==> src/rtl/video_pkg.sv <==
// Shared definitions for the video fade stage.
//   fade_state_e  : brightness fade state machine encoding
//   GAIN_UNITY    : gain value that passes luma unchanged (256/256)
//   COORD_W       : width of the active-area x/y coordinates
//   coord_sat_inc : saturating +1 for coordinate counters
package video_pkg;

  localparam int COORD_W = 10;
  localparam logic [8:0] GAIN_UNITY = 9'd256;

  typedef enum logic [1:0] {
    IDLE     = 2'd0,
    FADE_IN  = 2'd1,
    HOLD     = 2'd2,
    FADE_OUT = 2'd3
  } fade_state_e;

  // Coordinates stick at their maximum instead of wrapping.
  function automatic logic [COORD_W-1:0] coord_sat_inc(input logic [COORD_W-1:0] v);
    logic [COORD_W-1:0] res;
    if (v == {COORD_W{1'b1}}) begin
      res = v;
    end else begin
      res = v + COORD_W'(1);
    end
    return res;
  endfunction

endpackage

==> src/rtl/fade_gain_ctrl.sv <==
// Frame-synchronous brightness fade controller.
// Ports:
//   clk, reset   : pixel clock, synchronous active-high reset
//   frame_tick   : one-clock pulse at the start of vertical blanking
//   fade_start   : single-cycle request to fade in
//   fade_abort   : single-cycle request to fade out immediately
//   gain         : registered gain 0..256 (256 = unity)
//   busy         : registered, high whenever the state is not IDLE
// Commands are latched every clock and acted on at the next frame_tick, so
// the gain only ever changes between frames. A command arriving in the same
// clock as the tick is honoured by that tick.
module fade_gain_ctrl
  import video_pkg::*;
#(
  parameter int FADE_STEP   = 8,
  parameter int HOLD_FRAMES = 120
) (
  input  logic       clk,
  input  logic       reset,
  input  logic       frame_tick,
  input  logic       fade_start,
  input  logic       fade_abort,
  output logic [8:0] gain,
  output logic       busy
);

  localparam logic [9:0]  STEP10   = 10'(FADE_STEP);
  localparam logic [8:0]  STEP9    = 9'(FADE_STEP);
  localparam logic [15:0] HOLD_LIM = 16'(HOLD_FRAMES);

  fade_state_e state_r, state_next_s;
  logic [8:0]  gain_r, gain_next_s;
  logic [15:0] hold_cnt_r, hold_cnt_next_s, hold_inc_s;
  logic [9:0]  gain_up_s;
  logic        pend_start_r, pend_abort_r;
  logic        pend_start_next_s, pend_abort_next_s;
  logic        start_s, abort_s;
  logic        busy_r;

  assign start_s = pend_start_r | fade_start;
  assign abort_s = pend_abort_r | fade_abort;

  // Next-state, gain and hold-counter update; everything holds between ticks.
  always_comb begin
    state_next_s      = state_r;
    gain_next_s       = gain_r;
    hold_cnt_next_s   = hold_cnt_r;
    pend_start_next_s = start_s;
    pend_abort_next_s = abort_s;
    gain_up_s         = {1'b0, gain_r} + STEP10;
    hold_inc_s        = hold_cnt_r + 16'd1;
    if (frame_tick) begin
      pend_start_next_s = 1'b0;
      pend_abort_next_s = 1'b0;
      case (state_r)
        IDLE: begin
          gain_next_s = 9'd0;
          if (start_s && !abort_s) begin
            state_next_s = FADE_IN;
          end else begin
            state_next_s = IDLE;
          end
        end
        FADE_IN: begin
          if (abort_s) begin
            // Turn around without a gain step on this tick.
            state_next_s = FADE_OUT;
          end else if (gain_up_s >= {1'b0, GAIN_UNITY}) begin
            gain_next_s     = GAIN_UNITY;
            state_next_s    = HOLD;
            hold_cnt_next_s = 16'd0;
          end else begin
            gain_next_s = gain_up_s[8:0];
          end
        end
        HOLD: begin
          if (abort_s) begin
            state_next_s = FADE_OUT;
          end else if (start_s) begin
            hold_cnt_next_s = 16'd0;
          end else begin
            // >= so that HOLD_FRAMES = 0 leaves on the first tick in HOLD.
            hold_cnt_next_s = hold_inc_s;
            if (hold_inc_s >= HOLD_LIM) begin
              state_next_s = FADE_OUT;
            end else begin
              state_next_s = HOLD;
            end
          end
        end
        FADE_OUT: begin
          if (start_s && !abort_s) begin
            // Resume fading in from wherever the gain currently is.
            state_next_s = FADE_IN;
          end else if ({1'b0, gain_r} <= STEP10) begin
            gain_next_s  = 9'd0;
            state_next_s = IDLE;
          end else begin
            gain_next_s = gain_r - STEP9;
          end
        end
        default: begin
          state_next_s    = IDLE;
          gain_next_s     = 9'd0;
          hold_cnt_next_s = 16'd0;
        end
      endcase
    end else begin
      state_next_s = state_r;
    end
  end

  // Controller state registers.
  always_ff @(posedge clk) begin
    if (reset) begin
      state_r      <= IDLE;
      gain_r       <= 9'd0;
      hold_cnt_r   <= 16'd0;
      pend_start_r <= 1'b0;
      pend_abort_r <= 1'b0;
      busy_r       <= 1'b0;
    end else begin
      state_r      <= state_next_s;
      gain_r       <= gain_next_s;
      hold_cnt_r   <= hold_cnt_next_s;
      pend_start_r <= pend_start_next_s;
      pend_abort_r <= pend_abort_next_s;
      busy_r       <= (state_next_s != IDLE);
    end
  end

  assign gain = gain_r;
  assign busy = busy_r;

endmodule

==> src/rtl/video_fade_stage.sv <==
// Video fade stage: scales upstream luma by a frame-synchronous fade gain and
// expands it to tinted RGB, keeping timing aligned (2 ce_pix of latency).
// Ports:
//   clk, reset                       : pixel clock, synchronous active-high reset
//   ce_pix                           : pixel enable, all video state advances on it
//   hblank/hsync/vblank/vsync_in     : upstream timing
//   video_in[7:0]                    : upstream luma
//   fade_start, fade_abort           : single-cycle fade commands
//   hblank/hsync/vblank/vsync_out    : timing delayed by 2 ce_pix
//   r_out, g_out, b_out [7:0]        : faded, tinted pixel (TINT = {R,G,B} enables)
//   gain[8:0], busy                  : fade controller status
//   x_pos, y_pos [9:0]               : active coordinates of the stage-1 pixel
// Build option: define BORDER_EN to draw a full-white border (first/last pixel
// of each line and first active line) independent of the fade gain.
module video_fade_stage
  import video_pkg::*;
#(
  parameter int         FADE_STEP   = 8,
  parameter int         HOLD_FRAMES = 120,
  parameter logic [2:0] TINT        = 3'b111
) (
  input  logic               clk,
  input  logic               reset,
  input  logic               ce_pix,
  input  logic               hblank_in,
  input  logic               hsync_in,
  input  logic               vblank_in,
  input  logic               vsync_in,
  input  logic [7:0]         video_in,
  input  logic               fade_start,
  input  logic               fade_abort,
  output logic               hblank_out,
  output logic               hsync_out,
  output logic               vblank_out,
  output logic               vsync_out,
  output logic [7:0]         r_out,
  output logic [7:0]         g_out,
  output logic [7:0]         b_out,
  output logic [8:0]         gain,
  output logic               busy,
  output logic [COORD_W-1:0] x_pos,
  output logic [COORD_W-1:0] y_pos
);

  logic               hblank_s1_r, hsync_s1_r, vblank_s1_r, vsync_s1_r;
  logic [7:0]         video_s1_r;
  logic               active_s1_r;
  logic [COORD_W-1:0] x_pos_r, y_pos_r, x_next_s, y_next_s;
  logic               hblank_s2_r, hsync_s2_r, vblank_s2_r, vsync_s2_r;
  logic [7:0]         r_s2_r, g_s2_r, b_s2_r;
  logic [16:0]        product_s;
  logic [7:0]         pix_val_s;
  logic               unused_product_s;
  logic               frame_tick_s;
  logic [8:0]         gain_s;
  logic               busy_s;

  // vblank_s1_r holds vblank_in from the previous ce_pix, so this is its rising edge.
  assign frame_tick_s = ce_pix & vblank_in & ~vblank_s1_r;

  fade_gain_ctrl #(
    .FADE_STEP  (FADE_STEP),
    .HOLD_FRAMES(HOLD_FRAMES)
  ) u_gain_ctrl (
    .clk       (clk),
    .reset     (reset),
    .frame_tick(frame_tick_s),
    .fade_start(fade_start),
    .fade_abort(fade_abort),
    .gain      (gain_s),
    .busy      (busy_s)
  );

`ifdef BORDER_EN
  logic last_pix_s;
  logic border_s;
  // The stage-1 pixel is the last of its line when the next one is already blanked.
  assign last_pix_s = active_s1_r & hblank_in;
  assign border_s   = (x_pos_r == {COORD_W{1'b0}}) | (y_pos_r == {COORD_W{1'b0}}) | last_pix_s;
`endif

  // Next coordinates for the pixel being captured into stage 1.
  always_comb begin
    x_next_s = x_pos_r;
    y_next_s = y_pos_r;
    if (hblank_in) begin
      x_next_s = {COORD_W{1'b0}};
    end else if (active_s1_r) begin
      x_next_s = coord_sat_inc(x_pos_r);
    end else begin
      x_next_s = {COORD_W{1'b0}};
    end
    if (vblank_in) begin
      y_next_s = {COORD_W{1'b0}};
    end else if (hblank_in && !hblank_s1_r) begin
      y_next_s = coord_sat_inc(y_pos_r);
    end else begin
      y_next_s = y_pos_r;
    end
  end

  // Scale stage-1 luma by the gain; blanking forces black.
  always_comb begin
    pix_val_s = 8'd0;
    product_s = {9'd0, video_s1_r} * {8'd0, gain_s};
    if (hblank_s1_r || vblank_s1_r) begin
      pix_val_s = 8'd0;
`ifdef BORDER_EN
    end else if (border_s) begin
      pix_val_s = 8'hFF;
`endif
    end else begin
      pix_val_s = product_s[15:8];
    end
  end

  // Only product[15:8] is meaningful: unity gain is a left shift by 8.
  assign unused_product_s = ^{product_s[16], product_s[7:0]};

  // Stage 1: capture timing, luma and coordinates.
  always_ff @(posedge clk) begin
    if (reset) begin
      hblank_s1_r <= 1'b0;
      hsync_s1_r  <= 1'b0;
      vblank_s1_r <= 1'b0;
      vsync_s1_r  <= 1'b0;
      video_s1_r  <= 8'd0;
      active_s1_r <= 1'b0;
      x_pos_r     <= {COORD_W{1'b0}};
      y_pos_r     <= {COORD_W{1'b0}};
    end else if (ce_pix) begin
      hblank_s1_r <= hblank_in;
      hsync_s1_r  <= hsync_in;
      vblank_s1_r <= vblank_in;
      vsync_s1_r  <= vsync_in;
      video_s1_r  <= video_in;
      active_s1_r <= ~hblank_in;
      x_pos_r     <= x_next_s;
      y_pos_r     <= y_next_s;
    end else begin
      active_s1_r <= active_s1_r;
    end
  end

  // Stage 2: delayed timing and tinted output pixel.
  always_ff @(posedge clk) begin
    if (reset) begin
      hblank_s2_r <= 1'b0;
      hsync_s2_r  <= 1'b0;
      vblank_s2_r <= 1'b0;
      vsync_s2_r  <= 1'b0;
      r_s2_r      <= 8'd0;
      g_s2_r      <= 8'd0;
      b_s2_r      <= 8'd0;
    end else if (ce_pix) begin
      hblank_s2_r <= hblank_s1_r;
      hsync_s2_r  <= hsync_s1_r;
      vblank_s2_r <= vblank_s1_r;
      vsync_s2_r  <= vsync_s1_r;
      r_s2_r      <= TINT[2] ? pix_val_s : 8'd0;
      g_s2_r      <= TINT[1] ? pix_val_s : 8'd0;
      b_s2_r      <= TINT[0] ? pix_val_s : 8'd0;
    end else begin
      hblank_s2_r <= hblank_s2_r;
    end
  end

  assign hblank_out = hblank_s2_r;
  assign hsync_out  = hsync_s2_r;
  assign vblank_out = vblank_s2_r;
  assign vsync_out  = vsync_s2_r;
  assign r_out      = r_s2_r;
  assign g_out      = g_s2_r;
  assign b_out      = b_s2_r;
  assign gain       = gain_s;
  assign busy       = busy_s;
  assign x_pos      = x_pos_r;
  assign y_pos      = y_pos_r;

endmodule

==> config.mk <==
export PLATFORM = sky130hd
export DESIGN_NAME = video_fade_stage
export DESIGN_NICKNAME = d
export VERILOG_FILES = /design/src/rtl/video_pkg.sv /design/src/rtl/fade_gain_ctrl.sv /design/src/rtl/video_fade_stage.sv
export SDC_FILE = /design/constraint.sdc
export NUM_CORES = 1
export LEC_CHECK = 0
export BUFFER_PORTS_ARGS = -buffer_cell sky130_fd_sc_hd__buf_2
export CORE_MARGIN = 4
export CORE_UTILIZATION = 53
export CTS_BUF_LIST = sky130_fd_sc_hd__clkbuf_16
export CTS_CLUSTER_DIAMETER = 60
export CTS_CLUSTER_SIZE = 12
export DETAILED_ROUTE_END_ITERATION = 7
export PLACE_DENSITY = 0.77
export SETUP_SLACK_MARGIN = 0.15
export SLEW_MARGIN = 5
export SYNTH_ARGS = -nofsm -noshare
export SYNTH_HDL_FRONTEND = slang
export SYNTH_SLANG_ARGS = --single-unit
==> constraint.sdc <==
create_clock -name clk -period 4.5 [get_ports clk]
set_clock_uncertainty 0.15 [all_clocks]
set_input_delay 1.35 -clock clk [delete_from_list [all_inputs] [get_ports clk]]
set_output_delay 1.35 -clock clk [all_outputs]
set_load 0.01 [all_outputs]
==> run_results.csv <==
group,metric,value,unit
clocking,clk_pin_slew,60,ps
sta,drv_slew,0,
clocking,cts_max_path_buffers,2,
worst_setup_path,criticalPathCategory,"reg2reg",
layout,multi_input_area,3670,um^2
place,place_area,5830,um^2
drt,vias,4709,
floorplan,pin_count,75,
drt,drt-total-wl,12100,um
sta,finalHoldViolCount,0,
drt,first_pass_iters,5,
layout,regArea,1460,um^2
clocking,tritoncts,"yes",
grt,grt_max_degree,41,
layout,area_growth_syn_to_layout,15.4,%
yosys,syn_area,5440,um^2
worst_setup_path,crit_path_frequent_cell,"fa_1",
layout,design_area,6280,um^2
floorplan,num_rows,36,
sta,final.setup.tns,0,ps
power_and_ir_drop,p_int,1.21,mW
clocking,cts_root_buffer,"clkbuf_16",
sta,setup_slack,277,ps
grt,grt_usage,20.5,%
worst_hold_path,hold_path_class,"reg2reg",
worst_setup_path,path_cells,"and2_4 -> fa_1 -> fa_1 -> fa_1 -> inv_1 -> fa_1 -> inv_2 -> ha_4 -> o21a_1 -> o21a_2 -> a211oi_2 -> o21bai_1 -> xor2_1 -> a22o_1",
layout,final_cell_mix,"buf_2 (71), nor2_1 (65), dfxtp_1 (65), nand2_1 (47), inv_1 (46)",
worst_setup_path,max_stage_delay,560,ps
power_and_ir_drop,peakVddDrop,0.195,mV
layout,fill_cells,829,
floorplan,dieArea,12000,um^2
sta,rsz0062_at_grt,"no",
place,gp_congestion,0.880,
yosys,yosys_warnings,0,
layout,antenna_cells,0,
sta,setup_viol,0,
place,portBuffers,71,
floorplan,die_x,109,um
worst_setup_path,crit_path_start_kind,"flip-flop",
power_and_ir_drop,clockPowerShare,47.8,%
yosys,ys_ff_latch,72,
clocking,cts.sinks,72,
power_and_ir_drop,netSwitchingFraction,25.1,%
layout,postLayoutCoreUtil,63.6,%
sta,max_slew_margin,47.2,%
grt,overflow,0,
power_and_ir_drop,power_leakage,2.85,nW
drt,vias_per_cell,5.55,
sta,fin_crit,4220,ps
floorplan,die_h,109,um
yosys,synth_area_leaders,"dfxtp_1 (26%), fa_1 (12%), ha_1 (8.5%)",
worst_setup_path,worstPathArrival,4310,ps
yosys,yosysSeqAreaShare,26.5,%
worst_setup_path,crit_family,"adder cells",
yosys,syn_avg_cell_area,8.40,um^2
layout,final_nets,796,
sta,worst_slew_pin_slew,787,ps
worst_setup_path,cpMaxStageDelayCell,"fa_1",
flow_run,maxCapViolations,0,
grt,grt_pass1_vias,4392,
worst_setup_path,crit_path_end_kind,"flip-flop",
worst_setup_path,cp_data_required_time,4580,ps
drt,wire_per_inst,14.3,um
yosys,synthCells,648,
drt,drt_iter0_markers,230,
worst_setup_path,crit_buf_inv,2,
power_and_ir_drop,switchingPower,0.405,mW
worst_setup_path,path_max_fanout,6,
power_and_ir_drop,seqPwrFrac,41.4,%
yosys,synthDistinctLibCells,58,
drt,drc,0,
floorplan,core,9860,um^2
grt,grt_pass1_wl,19900,um
place,place_ws,45.3,ps
floorplan,start_util,55.2,%
place,dpl.hpwl,8930,um
clocking,cts_buffers,9,
sta,finalCritPeriodShare,93.8,%
clocking,insertion_delay,340,ps
grt,antenna_found_initial,0,
yosys,synth_edf_count,0,
layout,final_common_cell,"buf_2",
status,status,"finished, final reports clean",
clocking,h-tree-depth,3,
layout,drive_above_1_share,18.5,%
power_and_ir_drop,pwr-share-comb,10.8,%
power_and_ir_drop,p_total,1.61,mW
yosys,synth_ff_type,"dfxtp_1",
yosys,postSynth.asyncResetShare,0,%
drt,ant_nets,0,
power_and_ir_drop,p_per_area,257,nW/um^2
yosys,yosys.area.top_type_share,26.5,%
yosys,synth_top_cell_by_area,"dfxtp_1",
sta,fmax,237,MHz
==> cells in the mapped netlist, types with 2 or more instances <==
master	number
o31a_1	2
a22o_1	3
xor2_1	7
and3_1	6
fa_1	32
a311oi_1	14
xnor2_1	17
nor3b_1	5
o221a_2	2
buf_4	22
or4_1	3
o21ai_0	19
nor4_1	4
o21ai_1	3
ha_1	37
dfxtp_1	72
nand4_1	6
mux2i_1	17
buf_2	6
nand2b_1	9
a31oi_1	7
and2_1	40
o31ai_1	2
buf_1	3
conb_1	2
or2_1	2
o21bai_1	2
a32oi_1	2
or3_1	6
o21a_1	5
a21o_1	3
nor3_1	18
nor2_1	65
nor2b_1	10
nand3_1	20
o211ai_1	5
clkbuf_1	20
nand2_1	47
inv_1	47
a21oi_1	28
and4_1	3
a31o_1	2
a211oi_1	8
==> flip-flops by register name, indices dropped and copies added (netlist names) <==
register / cells
vblank_s1_r: 1
vsync_out: 1
hblank_out: 1
vblank_out: 1
vsync_s1_r: 1
y_pos: 10
u_gain_ctrl.gain: 6
u_gain_ctrl.hold_cnt_r: 16
u_gain_ctrl.busy: 1
u_gain_ctrl.pend_start_r: 1
hblank_s1_r: 1
u_gain_ctrl.state_r: 2
hsync_s1_r: 1
u_gain_ctrl.pend_abort_r: 1
b_out: 8
active_s1_r: 1
hsync_out: 1
x_pos: 10
video_s1_r: 8
==> what timing repair did <==
| action | 4_1_cts | 5_1_grt |
|---|---|---|
| endpoints found under the setup margin | 2 | 5 |
| setup buffers | 1 | 5 |
| hold buffers | 0 | 0 |
| endpoints found under the hold margin | 0 | 0 |
| pin swaps | 2 | 12 |
| gates resized for setup | 2 | 18 |
==> area by class of cell <==
cell class / instances / area share (%)
tap: 133 / 2.65
clock buffer: 9 / 3.59
sequential: 72 / 23.2
multi-input combinational: 491 / 58.4
clock inverter: 7 / 1.49
inverter: 47 / 2.81
timing repair buffer: 89 / 7.87
==> worst paths after layout <==
check / start / to / slack, ps / cells past startpoint
worst max-delay path: video_s1_r[2]$_SDFFE_PP0P_ / b_out[5]$_SDFFE_PP0P_ / 280 / 14
worst min-delay path: b_out[6]$_SDFFE_PP0P_ / b_out[6]$_SDFFE_PP0P_ / 330 / 2
worst max register to register: video_s1_r[2]$_SDFFE_PP0P_ / b_out[5]$_SDFFE_PP0P_ / 280 / 14
worst min register to register: b_out[6]$_SDFFE_PP0P_ / b_out[6]$_SDFFE_PP0P_ / 330 / 2
==> cell families (layout without fill, tap and decap cells) <==
logic type / after synthesis / after routing / share of synthesized area, %
muxes: 18 / 18 / 3.33
and+or+nand+nor: 250 / 250 / 23.2
xor gates and xnor gates: 24 / 24 / 3.86
other: 2 / 15 / 0.138
adders and majority gates: 69 / 69 / 20.3
buffers and inverters: 98 / 152 / 8.41
DFF: 72 / 72 / 26.5
AOI/OAI and AO/OA: 115 / 115 / 14.3
==> power groups by stage <==
| stage | Clock [mW] | Combinational (mW) | Sequential (mW) |
|---|---|---|---|
| after floorplan | 0 | 0.121 | 0.679 |
| after global placement | 0 | 0.158 | 0.680 |
| after detailed placement | 0 | 0.161 | 0.681 |
| after CTS | 0.786 | 0.162 | 0.667 |
| after global routing | 0.805 | 0.196 | 0.669 |
| final | 0.771 | 0.174 | 0.667 |
==> per-stage QoR <==
step	std cells	hold WS (ps)
finish	848	333
global route	848	363
CTS	843	338
global placement	826	322
floorplan	661	308
detailed placement	826	329
==> worst register-to-register path, stage by stage (launching register included) <==
cell	delay, ps
dfxtp_4	360
and2_4	140
fa_1	560
fa_1	440
fa_1	510
inv_1	50
fa_1	490
inv_2	50
ha_4	240
o21a_1	180
o21a_2	240
a211oi_2	240
o21bai_1	110
xor2_1	160
a22o_1	200
==> layer usage <==
| layer | global-route usage (%) | part of all wire [%] | vias to the layer above |
|---|---|---|---|
| met5 | 0 | 0 | - |
| met4 | 5.79 | 1.3 | 0 |
| met3 | 4.46 | 4.3 | 19 |
| met2 | 34.4 | 49 | 92 |
| met1 | 26.6 | 45 | 2291 |
| li1 | - | - | 2307 |
(Power assumes the default switching activity.)
